===== src/rtl/y86_regfile.sv =====
// rtl/y86_regfile.sv - Y86-64 architectural register file: two combinational read ports,
// dual writeback ports (M over E on collision), registered debug read and write counter.
module y86_regfile #(
    parameter int            NREG     = 15,
    parameter int            DW       = 64,
    parameter logic [DW-1:0] RSP_INIT = '0
) (
    input  logic          clk_i,
    input  logic          rst_n_i,
    input  logic [3:0]    d_srcA_i,
    input  logic [3:0]    d_srcB_i,
    output logic [DW-1:0] d_rvalA_o,
    output logic [DW-1:0] d_rvalB_o,
    input  logic [3:0]    W_dstE_i,
    input  logic [DW-1:0] W_valE_i,
    input  logic [3:0]    W_dstM_i,
    input  logic [DW-1:0] W_valM_i,
    input  logic          W_we_i,
    input  logic [3:0]    dbg_addr_i,
    output logic [DW-1:0] dbg_data_o,
    output logic [31:0]   wr_cnt_o
);

    logic [DW-1:0] regs_q [NREG];
    logic [DW-1:0] regs_d [NREG];
    logic [DW-1:0] dbg_data_q, dbg_data_d;
    logic [31:0]   wr_cnt_q, wr_cnt_d;
    logic          we_e, we_m;

    // IDs outside the file (RNONE) fall through every match and read as zero.
    always_comb begin
        d_rvalA_o  = '0;
        d_rvalB_o  = '0;
        dbg_data_d = '0;
        for (int i = 0; i < NREG; i++) begin
            if (d_srcA_i == 4'(i))   d_rvalA_o  = regs_q[i];
            if (d_srcB_i == 4'(i))   d_rvalB_o  = regs_q[i];
            if (dbg_addr_i == 4'(i)) dbg_data_d = regs_q[i];
        end
    end

    // Port E yields to port M on a shared destination, matching valM forwarding priority.
    always_comb begin
        we_m = W_we_i && (int'(W_dstM_i) < NREG);
        we_e = W_we_i && (int'(W_dstE_i) < NREG) && (W_dstE_i != W_dstM_i);
        for (int i = 0; i < NREG; i++) begin
            regs_d[i] = regs_q[i];
            if (we_e && W_dstE_i == 4'(i)) regs_d[i] = W_valE_i;
            if (we_m && W_dstM_i == 4'(i)) regs_d[i] = W_valM_i;
        end
        wr_cnt_d = wr_cnt_q + 32'(we_e) + 32'(we_m);
    end

    always_ff @(posedge clk_i or negedge rst_n_i) begin
        if (!rst_n_i) begin
            for (int i = 0; i < NREG; i++) begin
                regs_q[i] <= (i == 4) ? RSP_INIT : '0;
            end
            dbg_data_q <= '0;
            wr_cnt_q   <= '0;
        end else begin
            for (int i = 0; i < NREG; i++) begin
                regs_q[i] <= regs_d[i];
            end
            dbg_data_q <= dbg_data_d;
            wr_cnt_q   <= wr_cnt_d;
        end
    end

    assign dbg_data_o = dbg_data_q;
    assign wr_cnt_o   = wr_cnt_q;

endmodule


===== config.mk =====
export PLATFORM = sky130hd
export DESIGN_NAME = y86_regfile
export DESIGN_NICKNAME = d
export VERILOG_FILES = /design/src/rtl/y86_regfile.sv
export SDC_FILE = /design/constraint.sdc
export NUM_CORES = 2
export LEC_CHECK = 0
export ABC_AREA = 1
export ABC_CLOCK_PERIOD_IN_PS = 3100
export CELL_PAD_IN_SITES_DETAIL_PLACEMENT = 0
export CELL_PAD_IN_SITES_GLOBAL_PLACEMENT = 1
export CORE_MARGIN = 2
export CORE_UTILIZATION = 44
export DETAILED_ROUTE_END_ITERATION = 7
export PLACE_DENSITY_LB_ADDON = 0.3
export SETUP_SLACK_MARGIN = 0.02
export SLEW_MARGIN = 20
export SYNTH_ARGS = -nofsm -noshare
export SYNTH_HDL_FRONTEND = slang
export SYNTH_SLANG_ARGS = --single-unit

===== constraint.sdc =====
create_clock -name clk_i -period 3.1 [get_ports clk_i]
set_input_delay 0.775 -clock clk_i [delete_from_list [all_inputs] [get_ports clk_i]]
set_output_delay 0.775 -clock clk_i [all_outputs]
set_load 0.03 [all_outputs]

==> impl_metrics.env <==
export IMPL_postSynthCellCount=10676
export IMPL_tightest_slew_ns=1.208
export IMPL_nFillCells=14212
export IMPL_cp_data_required_time_ns=2.32
export IMPL_max_vdd_ir_drop_mv=0.6042
export IMPL_r2r_setup_slack_ns=0.38
export IMPL_die_x_um=401.9
export IMPL_path_class="input pin to primary output"
export IMPL_cts_buffer_depth=3
export IMPL_cp_data_arrival_time_ns=3.66
export IMPL_ys_ff_latch=1056
export IMPL_min_from="wr_cnt_o[31]"
export IMPL_detail_route_wl_per_cell_um=31.02
export IMPL_overflow=0
export IMPL_worstHoldPathType="flop to flop"
export IMPL_ys_warn_count=0
export IMPL_cpPeakStageDelay_ns=0.86
export IMPL_syn_area_um2=69650
export IMPL_initial_core_util=0.4413
export IMPL_htreeDepth=4
export IMPL_drive_gt1_frac=0.2069
export IMPL_crit_chain="buf_8 > buf_8 > inv_6 > nor2_4 > buf_12 > buf_16 > nand3_4 > nand3_4 > nor2_4 > nand4_1 > nand2_1 > nand4_1 > nor2_2 > nand4_1 > buf_12"
export IMPL_worstHoldEndpoint="wr_cnt_o[31]"
export IMPL_antenna_found_initial=39
export IMPL_reg2reg_depth=8
export IMPL_r2r_end="dbg_data_o[1]"
export IMPL_num_vias=89299
export IMPL_power_density_nw_per_um2=581.4
export IMPL_final_setup_tns_ns=-91.98
export IMPL_hold_viol_final=0
export IMPL_fin_crit_sh=1.431
export IMPL_firstDrtPassIters=8
export IMPL_holdWs_ns=0.4644
export IMPL_cellLeakagePower_nw=41.86
export IMPL_synth_top_area_share=0.3794
export IMPL_viasPerCell=6.495
export IMPL_antenna_left=0
export IMPL_die_height_um=401.9
export IMPL_drv_slew=0
export IMPL_post_place_cells=13260
export IMPL_yosysTopAreaCell="dfrtp_1"
export IMPL_drcViolationCount=36
export IMPL_cts_sinks=1056
export IMPL_cp_end_kind="primary output"
export IMPL_clkTransAtPathRegs_ns=0.06
export IMPL_final_cells=13748
export IMPL_fin_nets=11708
export IMPL_fin_ws_ns=-1.337
export IMPL_drv_cap=0
export IMPL_grt_pass1_vias=83902
export IMPL_grt_pass1_wl_um=600100
export IMPL_violations="DRC, setup timing"
export IMPL_cts_inserted_buffers=134
export IMPL_period_needed_ns=4.437
export IMPL_rows=146
export IMPL_ys_async_sr_fraction=1.000
export IMPL_yosysSeqAreaShare=0.3794
export IMPL_critPathMaxFanout=7
export IMPL_gp_congestion=1.029
export IMPL_avgSynthCellArea_um2=6.524
export IMPL_ys_flop_type="dfrtp_1"
export IMPL_cts_tree="yes"
export IMPL_ys_types=33
export IMPL_cp_common_cell="nand4_1"
export IMPL_fmax_mhz=225.4
export IMPL_grtUsageTotal=0.5144
export IMPL_grt_max_degree=129
export IMPL_finalSetupViolations=129
export IMPL_core_area_um2=157800
export IMPL_finClkSkew_ns=0.02515
export IMPL_synth_edff_count=0
export IMPL_worstReg2RegStart="regs_q[833]"
export IMPL_yosys_top_cells_area="dfrtp_1 38%, nand2_1 16%, nor2_1 7.3%, o21ai_0 6.7%, nand3_1 6.3%"
export IMPL_synth_nets=10829
export IMPL_root_buffer="clkbuf_16"
export IMPL_io_pins=375
export IMPL_hpwlAfterDp_um=295500
export IMPL_rsz0062_at_grt="true"
export IMPL_die_area_um2=161500
export IMPL_clkLatencyLatePin_ns=0.81
export IMPL_critPathTopFamily="simple AND/OR/NAND/NOR gates"
export IMPL_cp_start_kind="input pin"
export IMPL_drt_iter0_markers=13133
export IMPL_cpMaxStageDelayCell="nand4_1"
export IMPL_critPathLaunch="d_srcB_i[0]"
export IMPL_crit_buf_inv=6
export IMPL_slew_headroom=0.1935
export IMPL_status="finished with violations"
export IMPL_hold_path_depth=1
export IMPL_drt_total_wl_um=426400
export IMPL_syn_to_final_growth_pct=39.22
export IMPL_port_buffers=374
-- cell usage in the layout (no fill, tap or decap), types with 6 or more instances in the layout --
cell,Yosys,routed
bufbuf_16,0,7
xor2_1,17,17
buf_4,43,829
xnor2_1,17,17
nor2_4,3,138
nand2_2,1,146
nor2_2,9,112
nand2_1,3048,2856
buf_8,0,20
o21ai_4,0,8
diode_2,0,19
buf_12,0,411
o211ai_1,319,319
buf_6,7,115
o21ai_0,939,930
o21ai_1,10,9
a21oi_1,678,635
clkinv_2,0,22
clkdlybuf4s50_1,0,237
nand3_4,0,66
nand2_8,0,7
a21oi_2,0,42
a31oi_1,226,226
nand4_1,551,551
bufinv_16,0,11
clkbuf_16,0,151
clkbuf_1,592,32
dfrtp_1,1056,1056
nand2_4,1,41
inv_2,5,15
buf_16,0,38
inv_16,0,6
nand3_2,0,171
clkbuf_8,0,24
nor2_1,1347,1110
inv_1,622,602
nand3_1,878,641
-- synth_stat cells, types with 3 or more instances --
master	number
nand2_1	3048
nor2_1	1347
dfrtp_1	1056
o21ai_0	939
nand3_1	878
a21oi_1	678
inv_1	622
clkbuf_1	592
nand4_1	551
o211ai_1	319
a31oi_1	226
buf_2	214
buf_1	50
buf_4	43
clkbuf_2	24
xnor2_1	17
xor2_1	17
o21ai_1	10
nor2_2	9
buf_6	7
inv_2	5
nor3_2	4
clkinv_1	3
nor2_4	3
-- stage by stage --
stage | setup slack [ns] | power, W | area (µm²) | util
2_1_floorplan | 0.04867 | 0.02787 | 69680 | -
4_1_cts | -0.7651 | 0.05473 | 93830 | 0.5945
3_5_place_dp | -1.509 | 0.03733 | 84870 | 0.5377
6_report | -1.337 | 0.05637 | 96970 | 0.6144
3_3_place_gp | -1.505 | 0.03703 | 84870 | 0.5377
5_1_grt | -1.352 | 0.05803 | 96930 | 0.6141
-- kinds of logic after synthesis --
kind of cell / Yosys count / share of synthesized area
compound gates: 2174 / 0.1718
xor+xnor: 34 / 0.004275
fa+ha+maj: 2 / 0.0004671
buf+inv: 1560 / 0.09142
flops: 1056 / 0.3794
simple gates: 5850 / 0.3526
-- worst max path at each step --
stage / end / slack (ns) / depth (start not counted)
floorplan: wr_cnt_o[30] / 0.05 / 17
global placement: d_rvalB_o[19] / -1.50 / 14
detailed placement: d_rvalB_o[19] / -1.51 / 14
CTS: d_rvalB_o[19] / -0.77 / 16
global route: d_rvalB_o[38] / -1.35 / 15
finish: d_rvalB_o[38] / -1.34 / 15
-- sequential cells by signal, indices dropped and copies added, names as in the netlist --
| name | cells |
|---|---|
| regs_q | 960 |
| dbg_data_o | 64 |
| wr_cnt_o | 32 |
-- what timing repair did --
action / in CTS / in global routing
endpoints found under the hold margin: 6 / 0
resized for setup: 660 / 555
gates cloned: 47 / 15
pin swaps: 329 / 500
hold buffers: 1 / 0
endpoints found under the setup margin: 128 / 138
setup buffers: 106 / 93
-- routing by layer --
layer / global-route usage / share of wire / up-vias
met1: 0.5343 / 0.31 / 41887
met5: 0.001487 / 0.00045 / -
met2: 0.7938 / 0.44 / 7117
met4: 0.5895 / 0.15 / 32
li1: - / - / 37456
met3: 0.1401 / 0.10 / 2807
-- report_power, final --
group / internal [W] / switching [W] / total (W)
Sequential: 0.0174 / 0.00409 / 0.0215
Combinational: 0.00680 / 0.0114 / 0.0182
Clock: 0.00968 / 0.00705 / 0.0167
Total: 0.0339 / 0.0225 / 0.0564
-- final cells by class --
type                            instances  area [µm²]  area share
Antenna cell                           19       47.55   0.0004903
Clock buffer                          193        3879     0.04000
Clock inverter                         45       658.1    0.006787
Inverter                              630        2440     0.02516
Multi-Input combinational cell       8061       40870      0.4215
Sequential cell                      1056       26430      0.2725
Tap cell                             2072        2592     0.02674
Timing Repair Buffer                 1672       20050      0.2068
Note: power is estimated with default switching activity, not from simulation.
